**config.mk**
```make
export PLATFORM = sky130hd
export DESIGN_NAME = pipeline_hazard_ctrl
export DESIGN_NICKNAME = d
export VERILOG_FILES = /design/src/rtl/pipeline_hazard_ctrl.sv
export SDC_FILE = /design/constraint.sdc
export NUM_CORES = 1
export LEC_CHECK = 0
export CORE_UTILIZATION = 43
export CTS_CLUSTER_DIAMETER = 200
export DETAILED_ROUTE_END_ITERATION = 10
export PLACE_DENSITY = 0.77
export SKIP_CTS_REPAIR_TIMING = 1
export SLEW_MARGIN = 20
export SYNTH_ARGS = -nofsm -noshare
export SYNTH_HDL_FRONTEND = slang
export SYNTH_SLANG_ARGS = --single-unit
export TNS_END_PERCENT = 30
```
**constraint.sdc**
```tcl
create_clock -name clk -period 2.3 [get_ports clk]
set_input_delay 0.23 -clock clk [delete_from_list [all_inputs] [get_ports clk]]
set_output_delay 0.23 -clock clk [all_outputs]
set_load 0.005 [all_outputs]
```
**src/rtl/pipeline_hazard_ctrl.sv**
```systemverilog
// Stall/flush scheduler for the 5-stage pipeline registers and PC.
// Covers load-use, taken branch, multi-cycle mult/div and data-memory waits, and keeps perf counters.
module pipeline_hazard_ctrl #(
  parameter int REG_ADDR_WIDTH = 5,
  parameter int MD_CYCLES      = 4,
  parameter int CNT_WIDTH      = 32
) (
  input  logic                      clk,
  input  logic                      rst,
  input  logic [REG_ADDR_WIDTH-1:0] id_rs_addr,
  input  logic [REG_ADDR_WIDTH-1:0] id_rt_addr,
  input  logic                      id_uses_rs,
  input  logic                      id_uses_rt,
  input  logic                      ex_mem_read,
  input  logic                      ex_wb_reg,
  input  logic [REG_ADDR_WIDTH-1:0] ex_rd_addr,
  input  logic                      ex_branch_taken,
  input  logic                      ex_md_op,
  input  logic                      mem_req,
  input  logic                      mem_ready,
  output logic                      pc_stall,
  output logic                      f2d_stall,
  output logic                      f2d_flush,
  output logic                      d2e_stall,
  output logic                      d2e_flush,
  output logic                      e2m_stall,
  output logic                      e2m_flush,
  output logic                      m2w_flush,
  output logic                      md_busy,
  output logic [CNT_WIDTH-1:0]      stall_cycles,
  output logic [CNT_WIDTH-1:0]      branch_flushes
);

  localparam int CW = (MD_CYCLES > 1) ? $clog2(MD_CYCLES) : 1;
  localparam logic [CW-1:0]        MD_LOAD = CW'(MD_CYCLES - 1);
  localparam logic [CW-1:0]        CNT_DEC = CW'(1);
  localparam logic [CNT_WIDTH-1:0] PERF_INC = CNT_WIDTH'(1);

  localparam logic [0:0] RUN     = 1'b0;
  localparam logic [0:0] MD_WAIT = 1'b1;

  logic [0:0]    state;
  logic [CW-1:0] cnt;
  logic          mem_wait;
  logic          md_hold;
  logic          lu;
  logic          br;

  assign mem_wait = mem_req & ~mem_ready;
  assign md_hold  = ((state == RUN) & ex_md_op) | ((state == MD_WAIT) & (cnt != '0));
  assign lu       = ex_mem_read & ex_wb_reg & (ex_rd_addr != '0) &
                    ((id_uses_rs & (id_rs_addr == ex_rd_addr)) |
                     (id_uses_rt & (id_rt_addr == ex_rd_addr)));
  assign br       = ex_branch_taken & ~mem_wait & ~md_hold;
  assign md_busy  = (state == MD_WAIT);

  // Priority chain: each branch leaves stall and flush of a register mutually exclusive.
  always_comb begin
    pc_stall  = 1'b0;
    f2d_stall = 1'b0;
    f2d_flush = 1'b0;
    d2e_stall = 1'b0;
    d2e_flush = 1'b0;
    e2m_stall = 1'b0;
    e2m_flush = 1'b0;
    m2w_flush = 1'b0;
    if (mem_wait) begin
      pc_stall  = 1'b1;
      f2d_stall = 1'b1;
      d2e_stall = 1'b1;
      e2m_stall = 1'b1;
      m2w_flush = 1'b1;
    end else if (md_hold) begin
      pc_stall  = 1'b1;
      f2d_stall = 1'b1;
      d2e_stall = 1'b1;
      e2m_flush = 1'b1;
    end else if (br) begin
      f2d_flush = 1'b1;
      d2e_flush = 1'b1;
    end else if (lu) begin
      pc_stall  = 1'b1;
      f2d_stall = 1'b1;
      d2e_flush = 1'b1;
    end
  end

  always_ff @(posedge clk) begin
    if (rst) begin
      state          <= RUN;
      cnt            <= '0;
      stall_cycles   <= '0;
      branch_flushes <= '0;
    end else begin
      case (state)
        RUN: begin
          if (ex_md_op) begin
            state <= MD_WAIT;
            cnt   <= MD_LOAD;
          end
        end
        default: begin
          // Countdown continues through memory waits; release waits for the memory.
          if (cnt != '0) begin
            cnt <= cnt - CNT_DEC;
          end else if (!mem_wait) begin
            state <= RUN;
          end
        end
      endcase
      if (pc_stall) stall_cycles   <= stall_cycles + PERF_INC;
      if (br)       branch_flushes <= branch_flushes + PERF_INC;
    end
  end

endmodule

```
==> results.cfg, run 1 <==
[timing]
hold_ws_ns = 0.161
fin_crit_sh_pct = 98.9
finalSetupViolations = 0
fmaxAchievable_mhz = 440
post-route-min-period_ns = 2.28
setup_slack_ns = 0.0248
rsz0062_at_grt = true
fin_worst_skew_ns = 0.0115
slew-limit-headroom_pct = 70.5
worstMarginPinSlew_ns = 0.439
drv_slew = 0
hold_viol_final = 0

[yosys]
synthArstFlopShare_pct = 0
syn_area_per_cell_um2 = 8.20
ys_warn_count = 0
synthCells = 403
synth-edff-count = 0
ys.flop_type = dfxtp_1
synth_seq_cells = 67
syn-num-nets = 431
synth.distinct_cells = 45
ys_seq_area_share_pct = 40.6
netlist_area_um2 = 3300

[routing]
drtIter0Drc = 76
viasPerCell = 5.38
drtAntennaViolNets = 0
drt-pass1-iter-count = 4
drcViolationCount = 0
vias = 3408
routed_wl_mm = 8.94
wl_per_cell_um = 14.1

[floorplan]
coreArea_um2 = 7330
initial_core_util_pct = 45.1
die_width_um = 89.7
ios = 98
fp.dieH_um = 89.7
dieArea_um2 = 8040
fp-row-count = 31

[pwr]
p_clk_share_pct = 43.5
power.density_nw_per_um2 = 528
power_frac_comb_pct = 10.3
switching_share_pct = 24.0
power_uw = 2580
cellLeakagePower_uw = 0.00172
intPower_uw = 1960
peakVddDrop_uv = 450
p_switching_uw = 619
seq_power_share_pct = 46.2

[placement]
hpwl_mm = 6.42
port_buffers = 97
place_congestion = 0.776
pre_cts_slack_ns = -0.253

[layout]
fillers = 587
num_antenna_cells = 0
drive_gt1_share_pct = 14.0
area_growth_pct = 47.7
fin_util_pct = 66.6
layout.nets = 557

[global_routing]
grt_pass1_wl_mm = 14.3
antenna_found_initial = 0
grtUsageTotal_pct = 23.0
grt_remaining_overflow = 0
grt_pass1_vias = 3133
grt_max_degree = 34

[critical_path]
endpoint_kind = output port
path_class = reg2out
crit_required_ns = 2.07
slowest_delay_ns = 0.50
startpoint_type = register
cp_num_buf_inv = 4
path_max_fanout = 5
cp.arrival_ns = 2.05
cpLargestDelayFamily = buffers and inverters
worstPathCellList = inv_1 -> ha_2 -> and2_4 -> o21a_1 -> buf_4 -> nand2_2 -> inv_2 -> clkdlybuf4s50_1
cpMaxStageDelayCell = clkdlybuf4s50_1

[cts]
cts_inserted_buffers = 9
worstSkewPairLatency_ns = 0.35
clock_sinks = 67
ctsHtreeMaxLevel = 3
clkTransAtPathRegs_ns = 0.08
cts_tree = yes
cts_root_buf = clkbuf_8
cts_buffer_depth = 2

[run]
max-cap-violations = 0

[run_status]
outcome = completed

[worst_hold_path]
hp-class = in2reg
[power by group through the flow]
stage	logic [uW]	clock network (uW)	registers [uW]
final	264	1120	1190
after global routing	285	1200	1190
after CTS	255	1140	1190
after detailed placement	254	0	1220
after global placement	245	0	1220
after floorplan	115	0	1210
[flip-flops by register name, summed over array words and instances, names as in the netlist]
signal          count
branch_flushes     32
cnt                 2
md_busy             1
stall_cycles       32
[area by class of cell]
type	instances	area [um2]	share of cell area (%)
Multi-Input combinational cell	298	1830	37.5
Tap cell	99	124	2.54
Timing Repair Buffer	135	1290	26.5
Clock inverter	6	88.8	1.82
Sequential cell	67	1340	27.5
Clock buffer	10	138	2.82
Inverter	18	67.6	1.38
[cells by family after synthesis]
kind of cell | Yosys count | synth area share (%)
adders and majority gates | 3 | 1.14
buffers and inverters | 38 | 5.49
AOI/OAI and AO/OA | 84 | 14.8
xor gates and xnor gates | 35 | 9.28
and+or+nand+nor | 174 | 28.1
muxes | 2 | 0.606
DFF | 67 | 40.6
[synthesized netlist by cell type (3+ instances only)]
cell / number / area [um2]
ha_1: 3 / 37.5
or3_1: 22 / 138
nand2b_1: 3 / 18.8
nand4_1: 13 / 81.3
o21ai_0: 21 / 105
xor2_1: 12 / 105
nor3_1: 8 / 40.0
o31ai_1: 14 / 105
or4_1: 13 / 97.6
nor4_1: 4 / 25.0
and3_1: 6 / 37.5
buf_2: 3 / 15.0
nand2_1: 26 / 97.6
dfxtp_1: 67 / 1340
nor2_1: 40 / 150
nand3_1: 20 / 100
a21oi_1: 39 / 195
xnor2_1: 23 / 201
inv_1: 18 / 67.6
and4_1: 3 / 26.3
clkbuf_1: 11 / 41.3
[worst register-to-register path, stage by stage (launching register included)]
cell and delay, ns:
dfxtp_1 0.34, and4_4 0.25, nand2_2 0.06, or2_1 0.26, or4b_4 0.61, or4_1 0.48
a21oi_1 0.14
[per-layer routing]
layer / global-route usage [%] / routed length [um] / vias to the layer above
met5: 0 / 0 / -
met4: 9.09 / 119 / 0
met3: 5.39 / 557 / 15
met2: 38.3 / 4420 / 95
met1: 28.6 / 3840 / 1606
li1: - / - / 1692
[cells in the final DEF, fill, tap and decap left out, types with 3 or more instances in the layout]
| cell | instances |
|---|---|
| clkdlybuf4s50_1 | 89 |
| dfxtp_1 | 67 |
| nor2_1 | 40 |
| a21oi_1 | 39 |
| buf_4 | 36 |
| nand2_1 | 25 |
| xnor2_1 | 23 |
| o21ai_0 | 21 |
| or3_1 | 21 |
| nand3_1 | 20 |
| inv_1 | 17 |
| o31ai_1 | 14 |
| nand4_1 | 13 |
| xor2_1 | 12 |
| or4_1 | 12 |
| clkbuf_8 | 10 |
| nor3_1 | 8 |
| dlymetal6s2s_1 | 7 |
| and3_1 | 6 |
| nor4_1 | 4 |
| nand2b_1 | 3 |
[through the flow]
| stage | instances | setup TNS, ns | cell area [um2] |
|---|---|---|---|
| after CTS | 633 | -0.689 | 4820 |
| after floorplan | 403 | 0 | 3300 |
| after global placement | 617 | -3.48 | 4600 |
| final | 633 | 0 | 4880 |
| after global routing | 633 | -0.170 | 4880 |
| after detailed placement | 617 | -4.57 | 4600 |
[final timing paths]
| kind | cells after the start | startpoint | slack [ns] | to |
|---|---|---|---|---|
| setup / recovery | 8 | cnt[0] | 0.02 | f2d_flush |
| hold reg to reg | 2 | stall_cycles[31] | 0.48 | stall_cycles[31] |
| setup reg to reg | 6 | stall_cycles[10] | 0.08 | stall_cycles[31] |
| hold / removal | 2 | rst | 0.16 | stall_cycles[10] |
Power figures use the tool's default switching activity.
==> run 2, diff against run 1 <==
--- a/config.mk
+++ b/config.mk
@@ -8,7 +8,8 @@
 export CORE_UTILIZATION = 43
 export CTS_CLUSTER_DIAMETER = 200
 export DETAILED_ROUTE_END_ITERATION = 10
-export PLACE_DENSITY = 0.77
+export PLACE_DENSITY = 0.82
+export RECOVER_POWER = 100
 export SKIP_CTS_REPAIR_TIMING = 1
 export SLEW_MARGIN = 20
 export SYNTH_ARGS = -nofsm -noshare
==> run 2 against run 1 <==
  * Sequential share of layout area rose by 0.52 points
  * Largest cell class unchanged
  * First-iteration DRC count up 74%
  * Core utilization is 1.2 points lower
  * Flip-flop and latch count unchanged
  * Clock-buffer cell count grew 1
  * Register-to-register slack better by 0.02 ns
  * Worst hold slack improved by 0.15 ns
  * Global-route usage is 1.1 points lower
  * Final cell count shrank 0.16%
  * Non-clock buffer count fell by 1
==> results.cfg, run 2 (synthesized netlist as in run 1, its figures left out) <==
[pwr]
power.density_nw_per_um2 = 470
p_clk_share_pct = 36.3
intPower_uw = 1690
switching_share_pct = 24.7
cellLeakagePower_uw = 0.00190
p_switching_uw = 557
power_uw = 2250
power_frac_comb_pct = 11.0
peakVddDrop_uv = 301
seq_power_share_pct = 52.8

[layout]
final-seq-area_um2 = 1340
layout.nets = 556
drive_gt1_share_pct = 12.8
fillers = 620
multi_input_area_um2 = 1820
num_antenna_cells = 0
area_growth_pct = 45.0
final_cell_mix = dfxtp_1 (67), dlygate4sd3_1 (67), nor2_1 (40)
largestRegisters = branch_flushes (32), stall_cycles (32), cnt (2)

[cts]
cts_root_buf = clkbuf_8
clkTransAtPathRegs_ns = 0.07
clock_sinks = 67
cts_tree = yes
worstSkewPairLatency_ns = 0.34
cts_buffer_depth = 2
ctsHtreeMaxLevel = 3
cts_inserted_buffers = 9

[placement]
port_buffers = 97
place_congestion = 0.822
hpwl_mm = 6.35

[routing]
drt-pass1-iter-count = 4
wl_per_cell_um = 13.6
vias = 3408
drtAntennaViolNets = 0
routed.top_layer = met4
route.met3.wl_um = 479
drtIter0Drc = 132
m1WireLength_mm = 3.75
viasPerCell = 5.39
wl_met2_mm = 4.28
drcViolationCount = 0
routed_wl_mm = 8.61

[timing]
fmaxAchievable_mhz = 452
slew-limit-headroom_pct = 65.7
hold_viol_final = 0
hold_ws_ns = 0.307
post-route-min-period_ns = 2.21
drv_slew = 0
worstMarginPinSlew_ns = 0.515
fin_worst_skew_ns = 0.0136
fin_crit_sh_pct = 96.2
rsz0062_at_grt = false
finalSetupViolations = 0

[global_routing]
grt_max_degree = 51
grt_remaining_overflow = 0
grt_pass1_wl_mm = 13.7
grtUsageTotal_pct = 21.9
antenna_found_initial = 0
grt_pass1_vias = 2999

[floorplan]
fp.dieH_um = 89.7
die_width_um = 89.7
dieArea_um2 = 8040
fp-row-count = 31
initial_core_util_pct = 45.1
coreArea_um2 = 7330
ios = 98

[critical_path]
startpoint_type = primary input
path_class = in2reg
endpoint_kind = register
crit_required_ns = 2.56
path_max_fanout = 12
cp.arrival_ns = 2.47

[run]
max-cap-violations = 0

[worst_hold_path]
hp-class = in2reg

[run_status]
outcome = completed
## run 2: cell count changes in the layout (fill, tap and decap cells not counted), sizes merged
cell / delta
buf: -8
bufinv: -2
clkbuf: +8
clkdlybuf4s50: -66
clkinv: +1
dlygate4sd3: +67
dlymetal6s2s: -1
## run 2: worst max-delay path, stage by stage
cell and delay [ns]:
clkdlybuf4s50_1 0.48, xnor2_1 0.13, nand4_1 0.10, o22ai_1 0.18
buf_4 0.16, a31oi_4 0.10, clkbuf_4 0.15, buf_6 0.14
buf_12 0.14, or4_4 0.51, a21oi_2 0.14
## run 2: power by group through the flow
stage	clock [uW]	sequential, uW	combinational (uW)
2_1_floorplan	0	1210	115
3_3_place_gp	0	1210	241
3_5_place_dp	0	1220	246
4_1_cts	847	1190	248
5_1_grt	895	1190	270
6_report	816	1190	247
## run 2: through the flow
| stage | setup slack, ns | setup TNS [ns] | utilization [%] | cells | cell area, um2 |
|---|---|---|---|---|---|
| detailed placement | -0.276 | -4.63 | 62.5 | 615 | 4580 |
| floorplan | 0.0266 | 0 | - | 403 | 3300 |
| global route | 0.00399 | 0 | 65.4 | 632 | 4790 |
| global placement | -0.217 | -3.37 | 62.5 | 615 | 4580 |
| CTS | -0.231 | -0.532 | 64.7 | 631 | 4740 |
| finish | 0.0868 | 0 | 65.4 | 632 | 4790 |
## run 2: layer usage
metal / up-vias / track usage, %
li1: 1695 / -
met1: 1596 / 25.9
met2: 107 / 38.1
met3: 10 / 6.12
met4: 0 / 7.36
met5: - / 0
## run 2: path summary, 6_finish.rpt
check,from,endpoint,slack (ns),cells after the start
hold reg to reg,cnt[1],cnt[1],0.49,2
setup reg to reg,cnt[0],stall_cycles[22],0.10,11
hold / removal,rst,stall_cycles[24],0.31,2
setup / recovery,id_rs_addr[3],stall_cycles[22],0.09,11
## run 2: cell type report
type,instances,area share [%]
Sequential cell,67,28.0
Clock buffer,11,2.74
Multi-Input combinational cell,298,38.1
Clock inverter,5,0.627
Timing Repair Buffer,134,26.6
Tap cell,99,2.59
Inverter,18,1.41
